### src/rtl/img_pkg.sv
`default_nettype none
// ============================================================================
//  Module      : img_pkg
//  Description : Shared definitions for the image scale engine: run-mode
//                encodings, FSM state encoding and destination-size helper.
//  Revision    : 1.0  initial release
// ============================================================================
package img_pkg;

    localparam int DST_W_BITS = 11;
    localparam int DST_H_BITS = 10;

    typedef enum logic [2:0] {
        MODE_COPY = 3'd0,
        MODE_NN2  = 3'd1,
        MODE_NN4  = 3'd2,
        MODE_DEC2 = 3'd3,
        MODE_DEC4 = 3'd4,
        MODE_AVG2 = 3'd5
    } mode_t;

    typedef enum logic [2:0] {
        ST_IDLE  = 3'd0,
        ST_RUN   = 3'd1,
        ST_AVG   = 3'd2,
        ST_FLUSH = 3'd3,
        ST_DONE  = 3'd4
    } state_t;

    function automatic logic mode_is_legal(input logic [2:0] m);
        return (m <= 3'd5);
    endfunction

    // Destination extent along one axis for a given source extent.
    function automatic logic [DST_W_BITS-1:0] f_dst_dim(input logic [DST_W_BITS-1:0] src,
                                                        input mode_t m);
        case (m)
            MODE_NN2:  return src << 1;
            MODE_NN4:  return src << 2;
            MODE_DEC2: return src >> 1;
            MODE_DEC4: return src >> 2;
            MODE_AVG2: return src >> 1;
            default:   return src;
        endcase
    endfunction

endpackage
`default_nettype wire

### src/rtl/img_scale_engine_if.sv
`default_nettype none
// ============================================================================
//  Module      : img_scale_engine_if
//  Description : Control, ROM-read and RAM-write bundle of the scale engine.
//                master : engine side (drives addresses, write strobe, status)
//                slave  : environment side (drives start/mode and ROM data)
//  Revision    : 1.0  initial release
// ============================================================================
interface img_scale_engine_if
    import img_pkg::*;
#(
    parameter int ADDR_W = 19,
    parameter int PIX_W  = 8
);
    logic                  start;
    logic [2:0]            mode;
    logic [ADDR_W-1:0]     rom_addr;
    logic [PIX_W-1:0]      rom_q;
    logic [ADDR_W-1:0]     ram_addr;
    logic [PIX_W-1:0]      ram_data;
    logic                  ram_we;
    logic [DST_W_BITS-1:0] dst_w;
    logic [DST_H_BITS-1:0] dst_h;
    logic                  busy;
    logic                  done;
    logic                  err;

    modport master (
        input  start, mode, rom_q,
        output rom_addr, ram_addr, ram_data, ram_we, dst_w, dst_h, busy, done, err
    );

    modport slave (
        output start, mode, rom_q,
        input  rom_addr, ram_addr, ram_data, ram_we, dst_w, dst_h, busy, done, err
    );
endinterface
`default_nettype wire

### src/rtl/img_addr_gen.sv
`default_nettype none
// ============================================================================
//  Module      : img_addr_gen
//  Description : Destination raster walker. Keeps dst x/y counters, the
//                2x2 sub-sample phase for averaging, and a source row-base
//                accumulator so the ROM address needs no multiplier.
//  Ports       : i_load      clear counters (accepted start)
//                i_adv       advance by one ROM read
//                i_mode      latched run mode
//                i_dst_w/h   latched destination size
//                o_rom_addr  source read address for the current read
//                o_phase     averaging sub-sample index (x0y0,x1y0,x0y1,x1y1)
//                o_pix_end   current read completes a dst pixel
//                o_last      current read is the final read of the run
//  Revision    : 1.0  initial release
// ============================================================================
module img_addr_gen
    import img_pkg::*;
#(
    parameter int SRC_W  = 160,
    parameter int ADDR_W = 19
)
(
    input  logic                  clk,
    input  logic                  rst_n,
    input  logic                  i_load,
    input  logic                  i_adv,
    input  mode_t                 i_mode,
    input  logic [DST_W_BITS-1:0] i_dst_w,
    input  logic [DST_H_BITS-1:0] i_dst_h,
    output logic [ADDR_W-1:0]     o_rom_addr,
    output logic [1:0]            o_phase,
    output logic                  o_pix_end,
    output logic                  o_last
);

    localparam logic [ADDR_W-1:0] c_ROW_1 = ADDR_W'(SRC_W);
    localparam logic [ADDR_W-1:0] c_ROW_2 = ADDR_W'(2 * SRC_W);
    localparam logic [ADDR_W-1:0] c_ROW_4 = ADDR_W'(4 * SRC_W);

    logic [DST_W_BITS-1:0] r_x;
    logic [DST_H_BITS-1:0] r_y;
    logic [1:0]            r_phase;
    logic [ADDR_W-1:0]     r_row_base;

    logic [ADDR_W-1:0]     w_x_ext;
    logic [ADDR_W-1:0]     w_src_x;
    logic [ADDR_W-1:0]     w_row_step;
    logic [ADDR_W-1:0]     w_sub_row;
    logic                  w_x_last;
    logic                  w_y_last;
    logic                  w_pix_end;

    assign w_x_ext = ADDR_W'(r_x);

    // Source column per mode, and how far the source row base moves when
    // dst y steps. Nearest-neighbour only moves on the last replicated line.
    always_comb begin
        w_src_x    = w_x_ext;
        w_row_step = c_ROW_1;
        case (i_mode)
            MODE_NN2: begin
                w_src_x    = w_x_ext >> 1;
                w_row_step = r_y[0] ? c_ROW_1 : '0;
            end
            MODE_NN4: begin
                w_src_x    = w_x_ext >> 2;
                w_row_step = (&r_y[1:0]) ? c_ROW_1 : '0;
            end
            MODE_DEC2: begin
                w_src_x    = w_x_ext << 1;
                w_row_step = c_ROW_2;
            end
            MODE_DEC4: begin
                w_src_x    = w_x_ext << 2;
                w_row_step = c_ROW_4;
            end
            MODE_AVG2: begin
                w_src_x    = {w_x_ext[ADDR_W-2:0], r_phase[0]};
                w_row_step = c_ROW_2;
            end
            default: ;
        endcase
    end

    assign w_sub_row  = ((i_mode == MODE_AVG2) && r_phase[1]) ? c_ROW_1 : '0;
    assign o_rom_addr = r_row_base + w_sub_row + w_src_x;

    assign w_x_last   = (r_x == (i_dst_w - 11'd1));
    assign w_y_last   = (r_y == (i_dst_h - 10'd1));
    assign w_pix_end  = (i_mode != MODE_AVG2) || (r_phase == 2'd3);
    assign o_pix_end  = w_pix_end;
    assign o_phase    = r_phase;
    assign o_last     = w_x_last & w_y_last & w_pix_end;

    always_ff @(posedge clk or negedge rst_n) begin
        if (!rst_n) begin
            r_x        <= '0;
            r_y        <= '0;
            r_phase    <= '0;
            r_row_base <= '0;
        end else if (i_load) begin
            r_x        <= '0;
            r_y        <= '0;
            r_phase    <= '0;
            r_row_base <= '0;
        end else if (i_adv) begin
            if (i_mode == MODE_AVG2) begin
                r_phase <= r_phase + 2'd1;
            end
            if (w_pix_end) begin
                if (!w_x_last) begin
                    r_x <= r_x + 11'd1;
                end else begin
                    r_x <= '0;
                    // Hold y on the final line so idle addresses stay in range.
                    if (!w_y_last) begin
                        r_y        <= r_y + 10'd1;
                        r_row_base <= r_row_base + w_row_step;
                    end
                end
            end
        end
    end

endmodule
`default_nettype wire

### src/rtl/img_scale_engine.sv
`default_nettype none
// ============================================================================
//  Module      : img_scale_engine
//  Description : Copies a SRC_W x SRC_H grayscale image from synchronous ROM
//                into frame-buffer RAM, rescaled by run-time mode (copy,
//                NN x2/x4, decimate /2 /4, 2x2 box average /2).
//  Ports       : clk    system clock
//                rst_n  asynchronous active-low reset (deassert synchronously)
//                bus    img_scale_engine_if.master: start/mode in, ROM read
//                       port, RAM write port, dst_w/dst_h, busy/done/err
//  Revision    : 1.0  initial release
// ============================================================================
module img_scale_engine
    import img_pkg::*;
#(
    parameter int SRC_W  = 160,
    parameter int SRC_H  = 120,
    parameter int PIX_W  = 8,
    parameter int ADDR_W = 19
)
(
    input  logic                   clk,
    input  logic                   rst_n,
    img_scale_engine_if.master     bus
);

    localparam logic [DST_W_BITS-1:0] c_SRC_W = DST_W_BITS'(SRC_W);
    localparam logic [DST_W_BITS-1:0] c_SRC_H = DST_W_BITS'(SRC_H);
    localparam logic [PIX_W+1:0]      c_RND   = (PIX_W+2)'(2);

    state_t                r_state;
    state_t                w_next;
    mode_t                 r_mode;
    mode_t                 w_mode_in;

    logic                  w_can_start;
    logic                  w_accept;
    logic                  w_reject;
    logic                  w_busy;
    logic                  w_issue;

    logic [DST_W_BITS-1:0] w_new_w;
    logic [DST_W_BITS-1:0] w_new_h_full;
    logic [DST_W_BITS-1:0] r_dst_w;
    logic [DST_H_BITS-1:0] r_dst_h;

    logic [ADDR_W-1:0]     w_rom_addr;
    logic [1:0]            w_phase;
    logic                  w_pix_end;
    logic                  w_last;

    logic                  r_done;
    logic                  r_err;
    logic                  r_we;
    logic [ADDR_W-1:0]     r_ram_addr;
    logic [ADDR_W-1:0]     r_wr_next;
    logic                  r_rd_valid;
    logic [1:0]            r_rd_phase;
    logic [PIX_W+1:0]      r_acc;
    logic [PIX_W+1:0]      w_sum;

    assign w_mode_in    = mode_t'(bus.mode);
    // A new run may begin from IDLE or from the single DONE cycle.
    assign w_can_start  = (r_state == ST_IDLE) || (r_state == ST_DONE);
    assign w_accept     = w_can_start & bus.start &  mode_is_legal(bus.mode);
    assign w_reject     = w_can_start & bus.start & ~mode_is_legal(bus.mode);
    assign w_new_w      = f_dst_dim(c_SRC_W, w_mode_in);
    assign w_new_h_full = f_dst_dim(c_SRC_H, w_mode_in);

    img_addr_gen #(
        .SRC_W  (SRC_W),
        .ADDR_W (ADDR_W)
    ) u_addr_gen (
        .clk        (clk),
        .rst_n      (rst_n),
        .i_load     (w_accept),
        .i_adv      (w_issue),
        .i_mode     (r_mode),
        .i_dst_w    (r_dst_w),
        .i_dst_h    (r_dst_h),
        .o_rom_addr (w_rom_addr),
        .o_phase    (w_phase),
        .o_pix_end  (w_pix_end),
        .o_last     (w_last)
    );

    // ---------------- FSM: state register ----------------
    always_ff @(posedge clk or negedge rst_n) begin
        if (!rst_n) begin
            r_state <= ST_IDLE;
        end else begin
            r_state <= w_next;
        end
    end

    // ---------------- FSM: next state ----------------
    always_comb begin
        w_next = r_state;
        case (r_state)
            ST_IDLE, ST_DONE: begin
                if (w_accept) begin
                    w_next = (w_mode_in == MODE_AVG2) ? ST_AVG : ST_RUN;
                end else begin
                    w_next = ST_IDLE;
                end
            end
            ST_RUN, ST_AVG: begin
                if (w_last) begin
                    w_next = ST_FLUSH;
                end
            end
            ST_FLUSH: w_next = ST_DONE;
            default:  w_next = ST_IDLE;
        endcase
    end

    // ---------------- FSM: outputs ----------------
    always_comb begin
        w_busy  = 1'b0;
        w_issue = 1'b0;
        case (r_state)
            ST_RUN, ST_AVG: begin
                w_busy  = 1'b1;
                w_issue = 1'b1;
            end
            ST_FLUSH: w_busy = 1'b1;
            default: ;
        endcase
    end

    // Run control: latched mode/size and status levels.
    always_ff @(posedge clk or negedge rst_n) begin
        if (!rst_n) begin
            r_mode  <= MODE_COPY;
            r_dst_w <= '0;
            r_dst_h <= '0;
            r_done  <= 1'b0;
            r_err   <= 1'b0;
        end else if (w_accept) begin
            r_mode  <= w_mode_in;
            r_dst_w <= w_new_w;
            r_dst_h <= w_new_h_full[DST_H_BITS-1:0];
            r_done  <= 1'b0;
            r_err   <= 1'b0;
        end else if (w_reject) begin
            r_done  <= 1'b0;
            r_err   <= 1'b1;
        end else if (r_state == ST_FLUSH) begin
            r_done  <= 1'b1;
        end
    end

    // Write strobe and address are delayed one cycle so they line up with
    // the ROM data of the read that completes each dst pixel.
    always_ff @(posedge clk or negedge rst_n) begin
        if (!rst_n) begin
            r_we       <= 1'b0;
            r_ram_addr <= '0;
            r_wr_next  <= '0;
            r_rd_valid <= 1'b0;
            r_rd_phase <= '0;
        end else begin
            r_we       <= w_issue & w_pix_end;
            r_rd_valid <= w_issue;
            r_rd_phase <= w_phase;
            if (w_accept) begin
                r_wr_next <= '0;
            end else if (w_issue && w_pix_end) begin
                r_ram_addr <= r_wr_next;
                r_wr_next  <= r_wr_next + 1'b1;
            end
        end
    end

    // Box-average accumulator: holds the first three samples; the fourth is
    // added combinationally in the write cycle. 4*max+2 fits PIX_W+2 bits.
    always_ff @(posedge clk or negedge rst_n) begin
        if (!rst_n) begin
            r_acc <= '0;
        end else if (r_rd_valid) begin
            if (r_rd_phase == 2'd0) begin
                r_acc <= {2'b00, bus.rom_q};
            end else begin
                r_acc <= r_acc + {2'b00, bus.rom_q};
            end
        end
    end

    assign w_sum = r_acc + {2'b00, bus.rom_q} + c_RND;

    assign bus.rom_addr = w_rom_addr;
    assign bus.ram_addr = r_ram_addr;
    assign bus.ram_we   = r_we;
    assign bus.ram_data = !r_we ? '0 :
                          (r_mode == MODE_AVG2) ? w_sum[PIX_W+1:2] : bus.rom_q;
    assign bus.dst_w    = r_dst_w;
    assign bus.dst_h    = r_dst_h;
    assign bus.busy     = w_busy;
    assign bus.done     = r_done;
    assign bus.err      = r_err;

endmodule
`default_nettype wire

### src/flat_wrapper.sv
// flat-port wrapper written by rule: the top's interface ports become plain ports
module img_scale_engine_flat import img_pkg::*;
#(
    parameter int SRC_W  = 160,
    parameter int SRC_H  = 120,
    parameter int PIX_W  = 8,
    parameter int ADDR_W = 19
)
  (clk, rst_n, bus_start, bus_mode, bus_rom_q, bus_rom_addr, bus_ram_addr, bus_ram_data, bus_ram_we, bus_dst_w, bus_dst_h, bus_busy, bus_done, bus_err);
  img_scale_engine_if #(.ADDR_W(ADDR_W), .PIX_W(PIX_W)) bus_i ();
  input  logic clk;
  input  logic rst_n;
  input wire logic [$bits(bus_i.start)-1:0] bus_start;
  input wire logic [$bits(bus_i.mode)-1:0] bus_mode;
  input wire logic [$bits(bus_i.rom_q)-1:0] bus_rom_q;
  output wire logic [$bits(bus_i.rom_addr)-1:0] bus_rom_addr;
  output wire logic [$bits(bus_i.ram_addr)-1:0] bus_ram_addr;
  output wire logic [$bits(bus_i.ram_data)-1:0] bus_ram_data;
  output wire logic [$bits(bus_i.ram_we)-1:0] bus_ram_we;
  output wire logic [$bits(bus_i.dst_w)-1:0] bus_dst_w;
  output wire logic [$bits(bus_i.dst_h)-1:0] bus_dst_h;
  output wire logic [$bits(bus_i.busy)-1:0] bus_busy;
  output wire logic [$bits(bus_i.done)-1:0] bus_done;
  output wire logic [$bits(bus_i.err)-1:0] bus_err;
  assign bus_i.start = bus_start;
  assign bus_i.mode = bus_mode;
  assign bus_i.rom_q = bus_rom_q;
  assign bus_rom_addr = bus_i.rom_addr;
  assign bus_ram_addr = bus_i.ram_addr;
  assign bus_ram_data = bus_i.ram_data;
  assign bus_ram_we = bus_i.ram_we;
  assign bus_dst_w = bus_i.dst_w;
  assign bus_dst_h = bus_i.dst_h;
  assign bus_busy = bus_i.busy;
  assign bus_done = bus_i.done;
  assign bus_err = bus_i.err;
  img_scale_engine #(.SRC_W(SRC_W), .SRC_H(SRC_H), .PIX_W(PIX_W), .ADDR_W(ADDR_W)) u_core (.clk(clk), .rst_n(rst_n), .bus(bus_i));
endmodule
### config.mk
export PLATFORM = sky130hd
export DESIGN_NAME = img_scale_engine_flat
export DESIGN_NICKNAME = d
export VERILOG_FILES = /design/src/rtl/img_pkg.sv /design/src/rtl/img_scale_engine_if.sv /design/src/rtl/img_addr_gen.sv /design/src/rtl/img_scale_engine.sv /design/src/flat_wrapper.sv
export SDC_FILE = /design/constraint.sdc
export NUM_CORES = 1
export LEC_CHECK = 0
export CAP_MARGIN = 20
export CORE_MARGIN = 2
export CORE_UTILIZATION = 54
export DETAILED_ROUTE_END_ITERATION = 8
export HOLD_SLACK_MARGIN = 0.02
export PLACE_DENSITY_LB_ADDON = 0.08
export REMOVE_ABC_BUFFERS = 1
export SLEW_MARGIN = 40
export SYNTH_ARGS = -nofsm -noshare
export SYNTH_HDL_FRONTEND = slang
export SYNTH_HIERARCHICAL = 1
export SYNTH_SLANG_ARGS = --single-unit
### constraint.sdc
create_clock -name clk -period 14.4 [get_ports clk]
set_input_delay 2.88 -clock clk [delete_from_list [all_inputs] [get_ports clk]]
set_output_delay 2.88 -clock clk [all_outputs]
set_load 0.02 [all_outputs]
Word level (Yosys, flattened, before mapping)
Index checks and enable logic that the tools add are counted.
- add/sub/neg operators: 11
- magnitude comparators: 1
- equality and inequality tests: 20
- mux-type cells: 40
- bitwise logic cells: 8
- reductions and logical operators: 23
- operator list (cell ; count):
    19-bit 2-to-1 mux ; 7
    10-bit one-hot mux with 4 select lines ; 2
    13-bit one-hot mux with 5 select lines ; 1
    10-bit 2-to-1 mux ; 6
    11-bit 2-to-1 mux ; 4
    8-bit 2-to-1 mux ; 5
    19-bit adder ; 2
    9-bit one-hot mux with 4 select lines ; 1
    19-bit by 1-bit adder with 19-bit output (second input constant) ; 1
    19-bit by 8-bit adder with 19-bit output ; 1
    3-bit by 2-bit == test with 1-bit output (second input constant) ; 6
    3-bit == test (second input constant) ; 5
    2-bit nonzero test ; 6
    11-bit by 1-bit adder with 11-bit output (second input constant) ; 1
    11-bit == test ; 1
    11-bit by 1-bit subtractor with 11-bit output (second input constant) ; 1
    10-bit by 1-bit adder with 10-bit output (second input constant) ; 1
    10-bit by 2-bit adder with 10-bit output (second input constant) ; 1
    10-bit by 8-bit adder with 10-bit output ; 1
    10-bit == test ; 1
    10-bit by 1-bit subtractor with 10-bit output (second input constant) ; 1
    3-bit by 1-bit == test with 1-bit output (second input constant) ; 3
    3-bit one-hot mux with 3 select lines ; 1
    2-bit 2-to-1 mux ; 4
    18 further kinds ; 40
- register bits: 123
- logic and storage cells: 119

Logic depth before layout (Yosys ltp)
- word-level depth: 9
- gate-level depth with buffers: 16
- mapped depth without buffers: 15

By module
The synthesis kept the hierarchy.
- by module, submodules not included (module ; times used ; cells an instance ; area an instance (um^2) ; sequential area each (um^2)):
    img_addr_gen ; 1 ; 528 ; 4102.7 ; 925.9
    img_scale_engine ; 1 ; 408 ; 3813.7 ; 1826.8

Worst setup path before layout
Ideal clock, no wire load.
- kind: input -> output
- from: in bus_rom_q[0]
- to: out bus_ram_data[3]
- arrival time: 5041 ps
- path slack: 6479 ps
- cell stages on the path: 9
- buffers on the path: 0
- path through: ha_1 -> fa_1 -> nand2b_1 -> nand2_1 -> ha_1 -> nor3b_1 -> nand2_1 -> xor2_1 -> a211oi_1
- cells in the longest elaborated chain, start to end: 4
- ends and longest elaborated chain (item ; line ; text):
    from (decl) ; flat_wrapper.sv:15 ; input wire logic [$bits(bus_i.rom_q)-1:0] bus_rom_q;
    10-bit by 8-bit adder with 10-bit output ; img_scale_engine.sv:189 ; assign w_sum = r_acc + {2'b00, bus.rom_q} + c_RND;
    10-bit by 2-bit adder with 10-bit output ; img_scale_engine.sv:189 ;
    8-bit 2-to-1 mux ; img_scale_engine.sv:195 ; (r_mode == MODE_AVG2) ? w_sum[PIX_W+1:2] : bus.rom_q;
    8-bit 2-to-1 mux ; img_scale_engine.sv:194 ; assign bus.ram_data = !r_we ? '0 :
    to (decl) ; flat_wrapper.sv:18 ; output wire logic [$bits(bus_i.ram_data)-1:0] bus_ram_data;
Every way passes these cells.

Worst setup path in the final report
- from: in bus_rom_q[0]
- to: out bus_ram_data[7]
Same word-level chain as after synthesis.

==> metrics.md <==
| Metric | Value |
|---|---|
| Status | finished clean |
| Warnings, synthesis | 6 |
| GP Congestion | 0.835 |
| Core Area | 14400 sq um |
| Max-Slew Margin vs Limit | 46.9% |
| Fin crit share | 62.6% |
| Critical Path Sink Type | output port |
| Arrival time worst endpoint | 6.14 ns |
| Pwr Density | 209 nW/um^2 |
| EDFF count, synth | 0 |
| Leak | 4.19 nW |
| Hold buffer count at cts | 0 |
| Predominant post-synthesis flop cell | dfrtp_1 |
| # nets final | 1062 |
| Global route overflow | 0 |
| Sequential share of the synthesized area | 34.8% |
| Max-slew violations | 0 |
| Mapped Avg Cell Area | 8.46 sq um |
| Crit path cell chain | clkdlybuf4s50_1, ha_1, fa_1, nand2b_1, nand2_1, ha_1, nor3b_1, nand4_2, nor3b_2, xor2_1, a21oi_1, clkdlybuf4s50_1 |
| Total clock sinks | 110 |
| DIE AREA | 15600 sq um |
| Peak fanout along the critical path | 4 |
| Crit path kind | in2out |
| Diodes inserted | 0 |
| #FFs+latches synth | 110 |
| Place WS | 5.43 ns |
| CTS tree | done |
| Distinct cells, synth | 82 |
| Cell count after synthesis | 936 |
| First-pass DRT Iterations | 5 |
| HPWL Detailed | 12900 um |
| IO Pins | 85 |
| Filler cell count | 1251 |
| Worst path slowest cell | clkdlybuf4s50_1 |
| WL final | 18100 um |
| Via/cell ratio | 5.69 |
| Most common cell after layout, fill and taps aside | nand2_1 |
| Final Worst Setup Slack | 5.38 ns |
| Netlist Area Pre-Place | 7920 sq um |
| # H-tree levels | 3 |
| Share of post-route cells with drive strength above 1 | 5.94% |
| Clock latency on the worst-skew pair | 0.36 ns |
| Starting Density | 54.9% |
| Bufs and invs on worst path | 2 |
| CP peak stage delay | 0.63 ns |
| Die width | 125 um |
| All-Layer GR Usage | 23.2% |
| First-pass GRT wire length | 30200 um |
| I/O Buffers | 78 |
| Residual DRC count | 0 |
| Multi-input gate area | 4880 sq um |
| RSZ-0062 raised after global routing | false |
| Clock-pin slew on the worst setup and hold paths | 0.07 ns |
| Initial antenna violation count | 0 |
| Critical path's top delay family | buffers and inverters |
| Post-CTS setup buffer count | 0 |
| Vias in the first global route | 6208 |
| Async SR Flop Fraction | 100% |
| Worst Path Required | 11.52 ns |
| Commonest cells after routing, fill and taps aside | nand2_1 (121), dfrtp_1 (110), nor2_1 (97) |
| Fmax | 111 MHz |
| Register Area | 2750 sq um |
| Synth-to-Final Area Change | 15.5% |
| Remaining antenna violation count | 0 |
| Max Clock Skew | 0.00765 ns |
| Resized cells post-CTS | 0 |
| Root Driver | clkbuf_16 |
| CTS Buffer Depth | 2 |
| Die H | 125 um |
| Maximum VDD drop | 0.000172 V |
| Period minus WS final | 9.02 ns |
| FP Rows | 44 |
| Setup TNS | 0 ns |
| Final setup vio count | 0 |
| Average wire per standard cell | 15.2 um |
| Hold Path Class | reg2reg |
| Max Cap Violations | 0 |
| Fin. Hold Viols | 0 |
| Number of buffers created by CTS | 9 |
| Largest net degree at the start of global routing | 66 |
| DR iter-0 viols | 341 |
| Routed vias | 6797 |
| Worst-Margin Slew | 0.797 ns |
| Setup crit start kind | input port |
[state kept, by name (all words and copies together) (netlist names)]
signal	cells
u_core/bus.done	1
u_core/bus.dst_h	7
u_core/bus.dst_w	6
u_core/bus.err	1
u_core/bus.ram_addr	19
u_core/bus.ram_we	1
u_core/r_acc	10
u_core/r_mode	3
u_core/r_rd_phase	2
u_core/r_rd_valid	1
u_core/r_state	3
u_core/r_wr_next	19
u_core/u_addr_gen/o_phase	2
u_core/u_addr_gen/r_row_base	14
u_core/u_addr_gen/r_x	11
u_core/u_addr_gen/r_y	10
[layout make-up]
cell class              count  share of cell area (%)
repair buffers             83                    8.96
inverters                  37                    1.52
well taps                 184                    2.52
multi-input cells         764                    53.4
clock buffers              10                    2.61
clock inverters             6                   0.930
flip-flops and latches    110                    30.1
[kinds of logic after synthesis]
kind of cell | Yosys count | share of synthesized area [%]
compound gates | 213 | 17.4
xor+xnor | 81 | 9.34
fa+ha+maj | 43 | 7.18
mux | 21 | 2.75
simple gates | 374 | 23.4
other cells | 2 | 0.0949
buf+inv | 92 | 5.04
flops | 110 | 34.8
[worst reg2reg max path, delay by kind of cell, from the launching register on]
family | cells | cell delay (ns)
compound gates | 1 | 0.24
buf+inv | 3 | 1.47
flops | 1 | 0.42
simple gates | 5 | 1.38
[report_power, final]
group | switching (mW) | leakage, nW | internal (mW)
sequential | 0.137 | 1.43 | 0.390
clock | 0.124 | 0.156 | 0.144
combinational | 0.621 | 2.60 | 0.497
total | 0.883 | 4.19 | 1.03
[Yosys cell counts (all sizes together) (5+ instances only)]
cell type	n	area (sq um)
a211oi	17	133
a21o	12	91.3
a21oi	69	349
a31oi	9	56.3
and3	8	52.6
buf	19	125
clkbuf	36	135
dfrtp	110	2750
ha	39	488
inv	36	135
mux2	6	67.6
mux2i	15	150
nand2	121	454
nand2b	7	43.8
nand3	28	145
nand4	14	100
nor2	100	380
nor2b	12	75.1
nor3	19	95.1
nor3b	8	65.1
nor4	10	68.8
nor4b	6	67.6
o211ai	8	60.1
o21a	5	37.5
o21ai	42	210
o22ai	6	37.5
o311ai	6	52.6
o41ai	7	68.8
or2	10	62.6
or3	10	62.6
or4	6	45.0
xnor2	44	385
xor2	36	330
[metal layers]
layer / up-vias / GRT usage, % / wire length, um
met1: 3221 / 33.1 / 8840
met5: - / 0 / 0
met4: 0 / 5.95 / 295
met2: 150 / 37.3 / 8280
met3: 20 / 3.34 / 698
li1: 3406 / - / -
[stage by stage]
step	util [%]	instances	hold WS, ns	total power, mW	instance area, sq um
5_1_grt	63.4	1194	0.448	2.07	9150
6_report	63.4	1194	0.441	1.91	9150
3_3_place_gp	61.1	1178	0.412	1.62	8810
2_1_floorplan	-	911	0.390	1.27	7770
4_1_cts	63.4	1194	0.437	1.92	9140
3_5_place_dp	61.1	1178	0.421	1.64	8820
[worst paths after layout]
kind | start | end | slack, ns | depth (start not counted)
min in group asynchronous | rst_n | u_core/r_wr_next[18] | 2.51 | 1
worst max-delay path | bus_rom_q[0] | bus_ram_data[7] | 5.38 | 12
worst min-delay path | u_core/u_addr_gen/o_phase[1] | u_core/r_rd_phase[1] | 0.44 | 0
max in group asynchronous | rst_n | u_core/r_rd_phase[1] | 10.92 | 2
worst min register to register | u_core/u_addr_gen/o_phase[1] | u_core/r_rd_phase[1] | 0.44 | 0
worst max register to register | u_core/r_state[1] | u_core/u_addr_gen/r_x[7] | 10.76 | 9
(Power assumes the default switching activity.)
